<file path="config.mk">
export PLATFORM = sky130hd
export DESIGN_NAME = dpram_port_arbiter
export DESIGN_NICKNAME = d
export VERILOG_FILES = /design/src/rtl/dpram_port_arbiter.sv
export SDC_FILE = /design/constraint.sdc
export NUM_CORES = 1
export LEC_CHECK = 0
export ABC_AREA = 1
export BUFFER_PORTS_ARGS = -buffer_cell sky130_fd_sc_hd__buf_2
export CAP_MARGIN = 25
export CORE_UTILIZATION = 46
export DETAILED_ROUTE_END_ITERATION = 8
export GPL_TIMING_DRIVEN = 0
export PLACE_DENSITY = 0.87
export SLEW_MARGIN = 20
export SYNTH_ARGS = -nofsm -noshare
export SYNTH_HDL_FRONTEND = slang
export SYNTH_SLANG_ARGS = --single-unit
export TNS_END_PERCENT = 30
</file>
<file path="constraint.sdc">
create_clock -name clock -period 1.65 [get_ports clock]
set_clock_uncertainty 0.1 [all_clocks]
set_input_delay 0 -clock clock [delete_from_list [all_inputs] [get_ports clock]]
set_output_delay 0 -clock clock [all_outputs]
set_load 0.02 [all_outputs]
</file>
<file path="src/rtl/dpram_port_arbiter.sv">
// dpram_port_arbiter: shares one dpram port between two req/ack requesters
// with round-robin arbitration, a tagged read-return pipeline and a fill
// engine that sweeps every word with a constant value.
module dpram_port_arbiter #(
  parameter int DATAWIDTH      = 8,
  parameter int ADDRWIDTH      = 8,
  parameter int NUMWORDS       = 1 << ADDRWIDTH,
  parameter bit CLEAR_ON_RESET = 1'b0
) (
  input  logic                 clock,
  input  logic                 reset,
  input  logic                 clear_start,
  input  logic [DATAWIDTH-1:0] clear_value,
  output logic                 clear_busy,
  input  logic                 req0,
  input  logic                 we0,
  input  logic [ADDRWIDTH-1:0] addr0,
  input  logic [DATAWIDTH-1:0] din0,
  output logic                 ack0,
  output logic                 rvalid0,
  output logic [DATAWIDTH-1:0] rdata0,
  input  logic                 req1,
  input  logic                 we1,
  input  logic [ADDRWIDTH-1:0] addr1,
  input  logic [DATAWIDTH-1:0] din1,
  output logic                 ack1,
  output logic                 rvalid1,
  output logic [DATAWIDTH-1:0] rdata1,
  output logic [ADDRWIDTH-1:0] ram_addr,
  output logic [DATAWIDTH-1:0] ram_data,
  output logic                 ram_wren,
  input  logic [DATAWIDTH-1:0] ram_q
);

  localparam logic [0:0] ST_IDLE  = 1'b0;
  localparam logic [0:0] ST_CLEAR = 1'b1;

  localparam int CW = ADDRWIDTH + 1;
  localparam logic [CW-1:0] CNT_LAST = CW'(NUMWORDS - 1);

  logic [0:0]           state;
  logic [CW-1:0]        cnt;
  logic [DATAWIDTH-1:0] fill_value;
  logic                 last_grant;
  logic                 boot;
  logic                 rd_v1, rd_id1;
  logic                 rd_v2, rd_id2;

  logic start_clear;
  logic arb_en;
  logic gnt0, gnt1;

  // Decide between starting a sweep and arbitrating; the last sweep cycle
  // also arbitrates so a waiting requester is acked on the first idle cycle.
  always_comb begin
    start_clear = 1'b0;
    arb_en      = 1'b0;
    gnt0        = 1'b0;
    gnt1        = 1'b0;
    if (state == ST_IDLE) begin
      start_clear = clear_start | (CLEAR_ON_RESET & boot);
      arb_en      = ~start_clear;
    end else begin
      arb_en = (cnt == CNT_LAST);
    end
    gnt0 = arb_en & req0 & (~req1 | last_grant);
    gnt1 = arb_en & req1 & (~req0 | ~last_grant);
  end

  // Fill sequencing, grant issue and registered RAM-side outputs.
  always_ff @(posedge clock) begin
    if (reset) begin
      state      <= ST_IDLE;
      cnt        <= '0;
      fill_value <= '0;
      last_grant <= 1'b1;
      boot       <= 1'b1;
      clear_busy <= 1'b0;
      ack0       <= 1'b0;
      ack1       <= 1'b0;
      ram_addr   <= '0;
      ram_data   <= '0;
      ram_wren   <= 1'b0;
      rd_v1      <= 1'b0;
      rd_id1     <= 1'b0;
    end else begin
      boot     <= 1'b0;
      ack0     <= 1'b0;
      ack1     <= 1'b0;
      ram_wren <= 1'b0;
      rd_v1    <= 1'b0;

      case (state)
        ST_IDLE: begin
          if (start_clear) begin
            state      <= ST_CLEAR;
            cnt        <= '0;
            fill_value <= clear_start ? clear_value : '0;
            clear_busy <= 1'b1;
            ram_addr   <= '0;
            ram_data   <= clear_start ? clear_value : '0;
            ram_wren   <= 1'b1;
          end
        end
        default: begin
          // cnt names the word currently presented on the RAM pins.
          if (cnt == CNT_LAST) begin
            state      <= ST_IDLE;
            cnt        <= '0;
            clear_busy <= 1'b0;
          end else begin
            cnt      <= cnt + 1'b1;
            ram_addr <= ADDRWIDTH'(cnt + 1'b1);
            ram_data <= fill_value;
            ram_wren <= 1'b1;
          end
        end
      endcase

      if (gnt0) begin
        ram_addr   <= addr0;
        ram_data   <= din0;
        ram_wren   <= we0;
        ack0       <= 1'b1;
        last_grant <= 1'b0;
        rd_v1      <= ~we0;
        rd_id1     <= 1'b0;
      end else if (gnt1) begin
        ram_addr   <= addr1;
        ram_data   <= din1;
        ram_wren   <= we1;
        ack1       <= 1'b1;
        last_grant <= 1'b1;
        rd_v1      <= ~we1;
        rd_id1     <= 1'b1;
      end
    end
  end

  // Read return: the tag follows the RAM latency and steers ram_q to its owner.
  always_ff @(posedge clock) begin
    if (reset) begin
      rd_v2   <= 1'b0;
      rd_id2  <= 1'b0;
      rvalid0 <= 1'b0;
      rvalid1 <= 1'b0;
      rdata0  <= '0;
      rdata1  <= '0;
    end else begin
      rd_v2   <= rd_v1;
      rd_id2  <= rd_id1;
      rvalid0 <= rd_v2 & ~rd_id2;
      rvalid1 <= rd_v2 & rd_id2;
      if (rd_v2 & ~rd_id2) rdata0 <= ram_q;
      if (rd_v2 & rd_id2)  rdata1 <= ram_q;
    end
  end

endmodule

</file>
# [Word-level counts from Yosys, hierarchy flattened]
# Cells that the tools add are included.
[op_classes] n_addsub=1 eq_ne=3 muxes=30 bitwise=16 n_reduce_logical=7
[op_table] op="$mux W8" count=11
[op_table] op="$mux W9" count=3
[op_table] op="$mux W1" count=16
[op_table] op="$add A9 B1 Y9 const B" count=1
[op_table] op="$eq A9 B8 Y1 const B" count=1
[op_table] op="$not A1 Y1" count=8
[op_table] op="$and A1 B1 Y1" count=6
[op_table] op="$reduce_and A2 Y1" count=3
[op_table] op="$ne A4 B4 Y1 const B" count=1
[op_table] op="$reduce_bool A2 Y1" count=2
[op_table] op="$reduce_bool A4 Y1" count=1
[op_table] op="$ne A2 B1 Y1 const B" count=1
[op_table] op="$or A1 B1 Y1" count=2
[op_table] op="$reduce_or A2 Y1" count=1
[totals] ff_bits=61 inputBits=55 output_inout_bits=38 wordCells=75

# [Depth between registers and ports, before layout]
# Gate-level depths: netlist of run 1.
[logic_depth] depth_word=6 depth_mapped=12 mapped_depth_nobuf=11

# [Worst setup path before layout of run 1]
# OpenSTA, ideal clock, no wires.
[synth_timing] kind="register to register" startpoint="register cnt[0]" endpoint="register ram_data[7]" t_arrival_ns=1.527 t_required_ns=1.435 slack_ns=-0.092 stages_incl_launch_ff=12 path_buffers=1 cell_sequence="dfxtp_1 ha_1 nand2_2 nor2_4 nand3_4 nand2_4 nand2_4 nor2_4 buf_2 nand3b_1 nand2_1 a21oi_2"
[synth_via] elab_chain_len=6
[synth_rtl] element="start, declared" line="42" text="logic [CW-1:0] cnt;"
[synth_rtl] element="start signal, assigned" line="112" text="cnt <= cnt + 1'b1;"
[synth_rtl] element="$eq A9 B8 Y1 (*)" line="64, 107"
[synth_rtl] element="$mux W1" line="60" text="if (state == ST_IDLE) begin"
[synth_rtl] element="$and A1 B1 Y1, on equally long branches (2 in a row)" line="66, 67"
[synth_rtl] element="$ne A4 B4 Y1 (no source line) (tied with other cells)"
[synth_rtl] element="$reduce_and A2 Y1 (no source line) or $mux W8 (tied branches)"
[synth_rtl] element="end signal, assigned" line="101" text="ram_data <= clear_start ? clear_value : '0;"
[synth_rtl] element="end signal, assigned" line="114" text="ram_data <= fill_value;"
[synth_rtl] element="end signal, assigned" line="122" text="ram_data <= din0;"
[synth_rtl] element="end, declared" line="30" text="output logic [DATAWIDTH-1:0] ram_data,"
# Every way passes the cells marked *; elsewhere a longest branch is shown, timed or not.
# A chain may end at the register's enable or synchronous reset.

# [Worst setup path in the final report of run 1]
[layout_timing] startpoint="register cnt[0]" endpoint="register ram_data[1]"
# The elaborated chain is that of the path after synthesis.

==> results of run 1 <==
==> worst max path at each step <==
stage                              from                        to  slack, ns  depth (start not counted)
floorplan           cnt[1]$_SDFFE_PP0P_  ram_data[3]$_SDFFE_PP0P_      -0.05                         12
CTS                 cnt[0]$_SDFFE_PP0P_  ram_data[7]$_SDFFE_PP0P_      -0.11                         13
finish              cnt[0]$_SDFFE_PP0P_  ram_data[1]$_SDFFE_PP0P_      -0.23                         10
detailed placement  cnt[0]$_SDFFE_PP0P_  ram_addr[3]$_SDFFE_PP0P_      -0.25                         10
global placement    cnt[0]$_SDFFE_PP0P_  ram_addr[4]$_SDFFE_PP0P_      -0.21                          9
global route        cnt[0]$_SDFFE_PP0P_  ram_addr[7]$_SDFFE_PP0P_      -0.29                          9
==> registers in the layout, summed over array words and instances (netlist names), 8 cells and up <==
name        cells
rdata0          8
fill_value      8
rdata1          8
cnt             9
ram_addr        8
ram_data        8
==> worst max-delay path, stage by stage (launching register included) <==
cell	delay, ns
sky130_fd_sc_hd__dfxtp_4	0.37
sky130_fd_sc_hd__ha_4	0.15
sky130_fd_sc_hd__nand2_4	0.06
sky130_fd_sc_hd__nor2_4	0.20
sky130_fd_sc_hd__nand4_4	0.13
sky130_fd_sc_hd__nand2_4	0.14
sky130_fd_sc_hd__nand3_4	0.13
sky130_fd_sc_hd__buf_6	0.18
sky130_fd_sc_hd__nand3b_1	0.11
sky130_fd_sc_hd__nand2_1	0.09
sky130_fd_sc_hd__a21oi_2	0.17
==> timing repair <==
item | 4_1_cts | 5_1_grt
gates cloned | 2 | 0
buffers inserted | 12 | 4
gates resized for setup | 15 | 30
hold buffers | 48 | 0
endpoints found under the setup margin | 32 | 35
hold endpoints to repair | 50 | 0
pin swaps | 11 | 8
==> where the power goes <==
part           leakage, nW  internal, mW  switching (mW)
sequential           0.500          1.54          0.0374
combinational         1.66         0.332           0.460
clock               0.0928         0.595           0.666
total                 2.25          2.47            1.16
==> cell type report <==
cell class | count | area [um2] | share of cell area (%)
clock buffer | 10 | 138 | 3.05
clock inverter | 6 | 47.5 | 1.05
buffer | 22 | 140 | 3.10
multi-input combinational | 286 | 1590 | 35.3
tap | 77 | 96.3 | 2.13
sequential | 61 | 1230 | 27.2
inverter | 52 | 195 | 4.32
timing repair buffer | 154 | 1070 | 23.8
==> placed cells by master, fill, tap and decap left out, types with 14 or more instances in the layout <==
master and instances:
sky130_fd_sc_hd__buf_2 94, sky130_fd_sc_hd__nand2_1 82, sky130_fd_sc_hd__dfxtp_1 56, sky130_fd_sc_hd__nor2_1 48, sky130_fd_sc_hd__dlygate4sd3_1 48, sky130_fd_sc_hd__inv_1 46, sky130_fd_sc_hd__nand3_1 29, sky130_fd_sc_hd__nand4_1 18
sky130_fd_sc_hd__o21ai_0 18, sky130_fd_sc_hd__a21oi_1 16, sky130_fd_sc_hd__buf_4 14, sky130_fd_sc_hd__nand3b_1 14
==> metal layers <==
metal	GRT usage [%]	routed length [um]	up-vias
li1	-	-	1698
met1	33.0	3960	1656
met2	52.4	5250	264
met3	6.86	890	84
met4	21.9	654	0
met5	0	0	-
==> cells by family after synthesis <==
group	Yosys count	synth area share, %
compound gates	63	12.6
flops	61	40.3
simple gates	222	36.2
fa+ha+maj	1	0.413
buf+inv	74	10.5
==> results.txt, run 1 <==
After synthesis, the cell types taking the most area are sky130_fd_sc_hd__dfxtp_1 (40%), sky130_fd_sc_hd__nand2_1 (11%), sky130_fd_sc_hd__nor2_1 (6.1%). The count of final max-slew check failures came out at 0. After clock tree synthesis, the clock-pin slew on the worst setup and hold paths is 0.08 ns. In this run the biggest area consumer among cell types represents between 40% and 50% of the synthesized area. The flop and latch count out of synthesis is 61. In this run, synthesis inferred 0 flip-flops with an integrated enable. Setup repair after global routing could not meet its margin everywhere. In the final routed layout, each cell accounts on average for approximately 16 um. The area of the die came out at 6910 um2. The mean area per synthesized cell came out at 7.20 um2. The endpoint of the worst hold-timing path is cnt[1]$_SDFFE_PP0P_. Clock tree synthesis inserted a total of 9 buffers. In this run the most critical hold path is launched from reset. For this run, design rule violations remaining after detail routing come to 0. The number of detailed-routing iterations run before antenna repair is 5. The reg-to-reg startpoint is cnt[0]$_SDFFE_PP0P_. The number of standard cells in the final layout excluding fillers is around 670. Clock latency on the worst-skew pair, taken at its later pin, is approximately 0.35 ns. The fraction of synthesis flops using an asynchronous set or reset pin is 0%. The number of warnings reported in the yosys synthesis log came out at 0. The H-tree depth is 3.

The tightest hold path in the finished design has a slack of 0.0361 ns. The floorplan row count is 29. Overall power consumption after layout is estimated at between 3 and 4 mW. The floorplan step defined a core boundary enclosing 6350 um2. In the post-route analysis, the smallest setup slack over all paths is -0.226 ns. The overall fraction of global-route tracks in use came out at 30.5%. The number of nets handed over by synthesis was 477. The pin count of the biggest net entering global routing came out at 13. Clock tree synthesis found a total of 61 sinks. The synthesized netlist contains 32 unique library cells. The area after detailed placement came out at between 3000 and 4000 um2. Before CTS, the worst setup slack after placement is -0.249 ns.

The mapped netlist covers 3030 um2. The final non-filler cell area came out at between 4000 and 5000 um2. STA classifies the critical path endpoint as a flip-flop. The final weighted congestion of routability-driven global placement came out at 0.865. 0 antenna diodes ended up in the layout. The final reports fail on negative setup slack. The number of global-route vias before repair came to 3723.

The HPWL after detailed placement is a little under 6 mm. The largest voltage drop on the vdd net came out at 0.696 mV. The global route total overflow came out at 0. The critical path in this run is classified as reg2reg. The average vias per placed instance came out at 5.54.

The worst register-to-register path ends at ram_data[1]$_SDFFE_PP0P_. The number of cells on the worst hold path came out at 2. The number of antenna violations at the first check in global routing came out at 0. The flip-flop cell with the highest count after synthesis is sky130_fd_sc_hd__dfxtp_1. The static power due to leakage is roughly 2.3 nW. The number of buffers between clock root and the deepest sink is 2. The antenna violation net count after detailed routing is 0. The pin slew with the least headroom to its limit came out at 0.589 ns. For this configuration, the core starts out at a cell density of 47.7%. The first routing iteration left 258 violations. The final wirelength came out at between 10 and 15 mm. The logic depth of the worst register-to-register path is 10. At the end of the flow, the number of nets in the layout was ~640. The leading cell type by number of instances after synthesis is sky130_fd_sc_hd__nand2_1. The count of final hold-check violations is 0. The sum of negative setup slack is -2.97 ns. For this block, the via count after detailed routing is 3702. The count of boundary I/O pins came out at between 90 and 100.

The count of max-cap constraint violations is 0. The run finished, with violations left. The global-route wire length before repair came out at roughly 17 mm. The areal power density over the cells came out at 805 nW/um2. The share of layout cells above drive strength 1 is 32.1%. The post-synthesis instance total came out at 421. TritonCTS built the clock tree. The worst min-delay path category is in2reg. The worst relative slew slack came out at 60.8%.

The largest total area in the synthesized netlist belongs to sky130_fd_sc_hd__dfxtp_1. The filler cells instantiated in the layout total 450. The final core utilization is 71.1%. The final critical path time including I/O delays and setup came out at 1.88 ns. The width of the chip is 83.2 um. The startpoint type of the worst setup path is a flip-flop. Setup slack on the worst reg-to-reg path comes out at -0.23 ns. The top achievable clock speed came out at roughly 530 MHz. The fraction of the yosys area taken by sequential cells came out at between 40% and 50%. The arrival time at the worst endpoint came out at 2.06 ns. The final cycle utilization of the critical path is 114%. By count the netlist is led by sky130_fd_sc_hd__nand2_1 (88), sky130_fd_sc_hd__dfxtp_1 (61), sky130_fd_sc_hd__nor2_1 (49). Of all nets on the critical path, the largest fanout is 10. Setup violations remaining at the end of the flow were counted as 22.

The y dimension of the die came out at 83.2 um. The critical path required time came out at 1.83 ns. The root buffer cell is sky130_fd_sc_hd__clkbuf_8. The number of cells after detailed placement is 588. The area growth from synthesis to layout is 49.1%. In this run the tool buffered the top-level ports with 90 buffer cells.
No activity file was read; power rests on OpenSTA's default activity.
==> run 2: changes to the inputs <==
--- a/config.mk
+++ b/config.mk
@@ -5,7 +5,7 @@
 export SDC_FILE = /design/constraint.sdc
 export NUM_CORES = 1
 export LEC_CHECK = 0
-export ABC_AREA = 1
+export ABC_AREA = 0
 export BUFFER_PORTS_ARGS = -buffer_cell sky130_fd_sc_hd__buf_2
 export CAP_MARGIN = 25
 export CORE_UTILIZATION = 46
==> run 2 against run 1 <==
- the flow finishes with violations (negative hold slack, negative setup slack)
- area after synthesis decreased by 1.7%
- clock-buffer cell count is the same
- critical path depth shrank 3
- final cell count decreased by 12%
- wire length down 2.9%
- global-route usage shrank 1.9 points
- register-to-register slack is essentially flat
- die area down 1.7%
- design area decreased by 1.1%
- clock power is 7% higher
- via count decreased by 8.1%
- maximum frequency is 0.22% lower
- critical path type unchanged
- largest power group unchanged
==> results.txt, run 2 <==
The flow ran to the end, but the final reports show violations. The checks that failed: negative hold slack, negative setup slack. Of all flip-flops after synthesis, the portion carrying an async set or reset was 0%. The antenna violation net count after detailed routing came out at 0.

The type of destination of the critical path is a flip-flop. Ranked by flip-flop count, first place goes to cnt. The count of max-cap constraint violations is 0. The minimum setup slack among reg-to-reg paths is -0.23 ns. The master of the slowest instance on the critical path is sky130_fd_sc_hd__dfxtp_4.

The floorplan row count came out at 28. The final cycle utilization of the critical path came out at 114%. The signal on the critical path passes through ha_4 > and4b_4 > a31oi_4 > nor2_4 > buf_6 > a221oi_4 > a211oi_2. The final weighted congestion of routability-driven global placement came out at between 0.9 and 1.

By startpoint and endpoint, the worst setup path is classified as reg2reg. The number of global-route vias before repair came to roughly 3000. TritonCTS created 9 clock buffers. The clock tree from TritonCTS is yes. The flip-flop cell with the highest count after synthesis is sky130_fd_sc_hd__dfxtp_1. CTS placed an instance of sky130_fd_sc_hd__clkbuf_8 at the clock tree root. The library cell used most frequently in the layout, excluding fill and tap cells, is sky130_fd_sc_hd__buf_2.

In this run the static leakage power is about 1.9 nW. The post-route netlist has a little over a third of its cells at a drive strength greater than 1. The largest incremental delay on the critical path is 0.36 ns.

When the netlist entered floorplanning its net count stood at 409. The count of final hold-check violations came out at 1. The total overflow left after global routing is 0. After clock tree synthesis, the clock-pin slew on the worst setup and hold paths is 0.08 ns. The number of warnings reported in the yosys synthesis log came out at 0.

STA puts the critical path data required time at ~1.8 ns. Dividing the detail-routed wire length by the instance count gives 17.7 um. The arrival time at the worst endpoint came out at 1.98 ns. The total number of clock tree sinks is just over 60. Setup repair after global routing could not meet its margin everywhere. The number of buffers between clock root and the deepest sink is 2.

The smallest hold slack is -0.0621 ns. The number of detailed-routing iterations run before antenna repair is 5. In this run, synthesis produced a sequential element count of 61.

The worst register-to-register path has a depth of 7. The worst relative slew slack is roughly 57%. The number of buffers added to fix hold violations after cts is 43. The mean area per synthesized cell is 8.44 um2. The worst register-to-register path begins at cnt[0]$_SDFFE_PP0P_.

The DRC marker count from the first detailed-route iteration is 267. The area of the die came out at around 6800 um2. The post-synthesis instance total came out at 353. Buffers placed on the I/O ports in this run total 91. The post-synthesis cell type count is 62. Summing all multi-input logic gate instances after layout gives between 1500 and 2000 um2. The cell type with the largest total area after synthesis is sky130_fd_sc_hd__dfxtp_1. The first global-routing pass estimated ~14 mm of wire.

The areal power density over the cells came out at a little over 800 nW/um2. The cell area after technology mapping is approximately 3000 um2. For this run, design rule violations remaining after detail routing come to 0. The register with the most flip-flops in the layout has 9 of them. The area taken by flip-flops and latches is 1230 um2. The worst register-to-register path ends at ram_data[2]$_SDFFE_PP0P_. By area the synthesized netlist is led by sky130_fd_sc_hd__dfxtp_1 (41%), sky130_fd_sc_hd__nand2_1 (9.3%), sky130_fd_sc_hd__a21oi_1 (6.4%).

The width of the chip is 82.5 um. The number of vias in the routed layout is 3401. The largest voltage drop on the vdd net is 0.635 mV.

The top achievable clock speed is approximately 530 MHz. The fraction of the yosys area taken by sequential cells is between 40% and 50%. The H-tree depth is 3. The die is about 82 um tall. The final wirelength is between 10 and 15 mm. The final core utilization is 73.2%. The number of inserted diodes came out at 0. Global routing consumed, over all layers together, 28.6% of the routing resources. In the layout the commonest cells are sky130_fd_sc_hd__buf_2 (94), sky130_fd_sc_hd__nand2_1 (69), sky130_fd_sc_hd__dfxtp_1 (58). Counting instances in the post-synthesis netlist gives the leading cell types as sky130_fd_sc_hd__nand2_1 (74), sky130_fd_sc_hd__dfxtp_1 (61), sky130_fd_sc_hd__a21oi_1 (38). The pin count of the biggest net entering global routing came out at 12. After layout, the minimum clock period comes to 1.88 ns. The area growth from synthesis to layout is 49.9%. Along the worst path, the maximum fanout reaches 5. Counting the fill cells in the layout gives between 400 and 500. The number of nets in the finished design is 566. At the later pin of the worst-skew pair, clock insertion delay measures about 0.34 ns. In this run, synthesis inferred 0 flip-flops with an integrated enable. The worst setup margin is -0.230 ns. In the post-synthesis netlist, the cell with the most instances is sky130_fd_sc_hd__nand2_1. The post-placement worst setup slack came out at -0.417 ns. The number of antenna violations at the first check in global routing came out at 0.

The endpoint of the worst hold-timing path is cnt[8]$_SDFFE_PP0P_. In the routed layout, each cell is associated on average with a via count of 5.76. The worst hold path startpoint is reset.

The worst setup path is launched from a flip-flop. The pin slew with the least headroom to its limit came out at 0.638 ns. The fraction of synthesized cell area taken by the top area cell type is 41.0%.

The count of final max-slew check failures was 0. The half-perimeter wire length of the detailed placement result came out at 6.00 mm. Setup violations remaining at the end of the flow were counted as 19. The worst hold path passes through 2 cells. In this run the worst hold path is classified as in2reg.

The count of boundary I/O pins is slightly above 90. The placeable core region came out at 6100 um2. For this configuration, the core starts out at a cell density of 48.9%.
[run 2: cell count changes after synthesis, sizes merged, moves of 8 or more]
cell	change
nand3	-21
o21ai	-16
inv	-47
nand2	-24
a21oi	+13
nand3b	-13
nor2	-19
nand4	-16
a211oi	+14
a221oi	+8
[run 2: area by class of cell]
| cell class | count | share of cell area, % |
|---|---|---|
| multi-input cells | 262 | 38.5 |
| flip-flops and latches | 61 | 27.6 |
| repair buffers | 147 | 23.1 |
| plain buffers | 25 | 4.01 |
| clock buffers | 10 | 3.08 |
| well taps | 75 | 2.10 |
| clock inverters | 6 | 1.37 |
| inverters | 4 | 0.336 |
[run 2: power breakdown]
group | switching [mW] | total [mW] | internal (mW)
Clock | 0.619 | 1.35 | 0.734
Combinational | 0.381 | 0.693 | 0.312
Sequential | 0.0326 | 1.56 | 1.53
Total | 1.03 | 3.61 | 2.57
[run 2: worst max path at each step]
| stage | startpoint | to | slack, ns |
|---|---|---|---|
| final | cnt[0]$_SDFFE_PP0P_ | ram_data[2]$_SDFFE_PP0P_ | -0.23 |
| after global placement | cnt[0]$_SDFFE_PP0P_ | ram_addr[0]$_SDFFE_PP0P_ | -0.41 |
| after floorplan | cnt[1]$_SDFFE_PP0P_ | ram_addr[1]$_SDFFE_PP0P_ | -0.24 |
| after global routing | cnt[0]$_SDFFE_PP0P_ | ram_data[2]$_SDFFE_PP0P_ | -0.29 |
| after detailed placement | cnt[0]$_SDFFE_PP0P_ | ram_addr[0]$_SDFFE_PP0P_ | -0.42 |
| after CTS | cnt[0]$_SDFFE_PP0P_ | ram_data[1]$_SDFFE_PP0P_ | -0.20 |
[run 2: repair_timing]
action / CTS / global route
cloned: 2 / 2
pin swaps: 19 / 18
endpoints found under the setup margin: 37 / 40
gates resized for setup: 19 / 25
buffers inserted: 6 / 3
hold endpoints to repair: 43 / 1
[run 2: worst max-delay path: cells and delay by family, from the launching register on]
family	cells	cell delay, ns
compound gates	3	0.71
fa+ha+maj	1	0.16
buf+inv	1	0.15
flops	1	0.36
simple gates	2	0.27
[run 2: cell families after synthesis]
logic type	share of synthesized area, %
and+or+nand+nor	24.9
DFF	41.0
adders and majority gates	0.420
xor gates and xnor gates	1.18
buffers and inverters	5.63
AOI/OAI and AO/OA	25.5
muxes	1.34
[run 2: per-stage QoR]
step           instances  hold slack [ns]  power (mW)  TNS [ns]  cell area (um2)
3_5_place_dp         519            0.162        2.09     -7.23             3550
4_1_cts              585          -0.0812        3.52     -2.50             4280
5_1_grt              590          -0.0379        3.75     -5.33             4460
6_report             590          -0.0621        3.61     -3.08             4460
2_1_floorplan        353           0.0360        1.91     -3.16             3010
3_3_place_gp         519            0.150        2.08     -6.65             3550
[run 2: per-layer routing]
metal | wire (um) | part of all wire, % | GRT usage, % | up-vias
met3 | 754 | 7.2 | 5.27 | 37
li1 | - | - | - | 1565
met5 | 0 | 0 | 0 | -
met4 | 255 | 2.4 | 11.9 | 0
met2 | 5270 | 51 | 49.7 | 197
met1 | 4150 | 40 | 34.5 | 1602
==> run 3: changes to the inputs <==
--- a/config.mk
+++ b/config.mk
@@ -6,7 +6,7 @@
 export NUM_CORES = 1
 export LEC_CHECK = 0
 export ABC_AREA = 0
-export BUFFER_PORTS_ARGS = -buffer_cell sky130_fd_sc_hd__buf_2
+export BUFFER_PORTS_ARGS = -buffer_cell sky130_fd_sc_hd__buf_4
 export CAP_MARGIN = 25
 export CORE_UTILIZATION = 46
 export DETAILED_ROUTE_END_ITERATION = 8
==> run 3 against run 2 <==
- the run ends with design-rule violations, negative setup slack left
- worst hold slack improved by 0.10 ns
- final cell count grew 3.2%
- die area stayed put
- sequential power is essentially flat
- first-iteration DRC count is 120% higher
- total power increased by 7.4%
- non-clock buffer count grew 19
- design area rose by 12%
- global-route usage grew 8.1 points
- maximum frequency shrank 18%
- combinational power grew 28%
- flip-flop and latch count unchanged
- largest power group unchanged
- highest routed layer is now met5
==> results.txt, run 3 (synthesis gave the netlist of run 2 again) <==
The run finished, with violations left. The checks that failed: design-rule violations, negative setup slack. The number of vias in the routed layout came out at 3891. The y dimension of the die is 82.5 um. cnt holds more flip-flops than any other register. The H-tree generated during clock tree synthesis spans 3 levels.

The top achievable clock speed came out at 434 MHz. The number of global-route vias before repair is 3583. Max-cap violations in this run came to 0. The width of the chip is ~80 um. The smallest hold slack came out at 0.0379 ns. The count of final max-slew check failures was 0. The number of buffers between clock root and the deepest sink came out at 2. The final cycle utilization of the critical path is 140%. The final critical path time including I/O delays and setup came out at around 2.3 ns. The final wirelength came out at roughly 14 mm.

The share of layout cells above drive strength 1 is 39.8%. The floorplan row count came out at 28. The worst hold path begins at clear_start.

The antenna violation net count after detailed routing is 0. The total number of clock tree sinks is between 60 and 70. The area of the die is 6800 um2. The number of cells after detailed placement is 519.

Traced cell by cell, the critical path runs through ha_4 > and4b_4 > buf_4 > a31o_4 > buf_12 > nand2_8 > buf_12 > buf_8 > nor2_1 > a211oi_2. The global-route wire length before repair came out at around 18 mm. The later-pin clock latency in the skew report came out at 0.35 ns. The largest fanout on the critical path came out at 5. The static power due to leakage is 2.08 nW. The root buffer cell chosen for the clock tree is sky130_fd_sc_hd__clkbuf_8. The count of final hold-check violations came out at 0. Entering global routing, the biggest net connects 11 pins.

Once layout is complete, the cells apart from fillers number 609. On the worst path, the slowest cell contributes a delay of 0.39 ns. The number of buffers created by CTS is 9. The critical path required time is 1.75 ns.

The slowest stage of the critical path belongs to the cell sky130_fd_sc_hd__nor2_1. After global routing the overflow that remains totals 0. The pin slew with the least headroom to its limit came out at 0.926 ns. The number of flip-flops in the largest register came out at 9. Across the VDD grid, the largest voltage drop is 0.587 mV. The congestion estimate from routability-driven global placement came to 0.884. During I/O placement, the number of pins put on the boundary was 93.

The cell family contributing the most delay on the critical path is simple AND/OR/NAND/NOR gates. The half-perimeter wire length of the detailed placement result is 6.36 mm. At the worst endpoint, the arrival time is 2.41 ns. Setup repair after global routing could not meet its margin everywhere. The worst setup margin came out at -0.654 ns. Global routing consumed, over all layers together, 36.7% of the routing resources. The worst relative slew slack came out at 38.2%. TritonCTS built the clock tree.

Leaving out fill and tap cells, the most frequent cells in the layout are sky130_fd_sc_hd__buf_4 (107), sky130_fd_sc_hd__nand2_1 (71), sky130_fd_sc_hd__dfxtp_1 (57). The DRC marker count from the first detailed-route iteration is slightly below 600. The count of buffers inserted at the top-level ports came out at 91. The number of antenna violations at the first check in global routing came out at 1. In this run the critical register-to-register path is launched from cnt[1]$_SDFFE_PP0P_. The launch point of the critical path is cnt[1]$_SDFFE_PP0P_. The starting density of the core came out at a little under 50%.

The dominant cell type by count on the critical path is sky130_fd_sc_hd__buf_12. The number of nets in the finished design is 585. From synthesis to final layout, the design area changed by 68.1%. The min-delay analysis places its worst path in the category in2reg. The critical path is of the reg2reg type. The overall power of the completed layout is 3.88 mW. STA classifies the critical path endpoint as a flip-flop. The first TritonRoute pass finished after 9 iterations. The wire length per cell after detailed routing came out at 23.5 um. The number of setup violations in the final report is 24. The library cell used most frequently in the layout, excluding fill and tap cells, is sky130_fd_sc_hd__buf_4.

For this run, design rule violations remaining after detail routing come to 10. The count of buffer and inverter cells on the critical path came out at 4. After detailed routing, the number of vias per cell comes to about 6.4. The clock transition at the registers of the reported paths is 0.08 ns.

The startpoint type of the worst setup path is a flip-flop. Power spread over the standard cell area amounts to 774 nW/um2. The total area inside the core boundary comes to 6100 um2.
## run 3: cell type report
type                            count  area, um2
Timing Repair Buffer              166       1490
Clock buffer                       11        151
Clock inverter                      4       46.3
Buffer                             25        180
Tap cell                           75       93.8
Inverter                            4       15.0
Antenna cell                        1       2.50
Sequential cell                    61       1230
Multi-Input combinational cell    262       1800
Fill cell                         304       1090
## run 3: routing by layer
metal | share of wire, % | vias up | global-route usage [%]
met3 | 13 | 150 | 12.1
met5 | 0.021 | - | 0
li1 | - | 1607 | -
met2 | 44 | 377 | 58.8
met1 | 33 | 1755 | 40.8
met4 | 8.9 | 2 | 26.5
## run 3: path summary, 6_finish.rpt
kind,end,slack (ns),cells past startpoint
setup / recovery,ram_addr[4]$_SDFFE_PP0P_,-0.65,10
hold reg to reg,rdata0[2]$_SDFFE_PP0P_,0.36,2
hold / removal,clear_busy$_SDFFE_PP0P_,0.04,3
setup reg to reg,ram_addr[4]$_SDFFE_PP0P_,-0.65,10
## run 3: where the power goes
part	internal [mW]	leakage (nW)	switching [mW]	total, mW
clock network	0.768	0.106	0.641	1.41
logic	0.422	1.48	0.465	0.887
registers	1.53	0.500	0.0506	1.58
## run 3: worst register-to-register path, delay by kind of cell, from the launching register on
| family | cells | cell delay [ns] |
|---|---|---|
| AND/OR/NAND/NOR | 3 | 0.74 |
| adder cells (fa/ha/maj) | 1 | 0.14 |
| flip-flops | 1 | 0.37 |
| buffers and inverters | 4 | 0.55 |
| AO/OA/AOI/OAI | 2 | 0.27 |
## run 3: per-stage QoR
step | utilization, % | area [um2] | worst slack (ns) | setup TNS, ns
floorplan | - | 3010 | -0.237 | -3.16
global placement | 62.0 | 3780 | -0.395 | -6.48
detailed placement | 62.0 | 3780 | -0.421 | -7.60
CTS | 78.2 | 4770 | -0.238 | -3.24
global route | 82.1 | 5010 | -0.713 | -10.11
finish | 82.1 | 5010 | -0.654 | -7.06
## run 3: what timing repair did
item	CTS	global route
pin swaps	21	19
buffers inserted	21	7
hold buffers	44	1
hold endpoints to repair	42	1
resized for setup	34	37
gates cloned	2	0
endpoints found under the setup margin	37	33
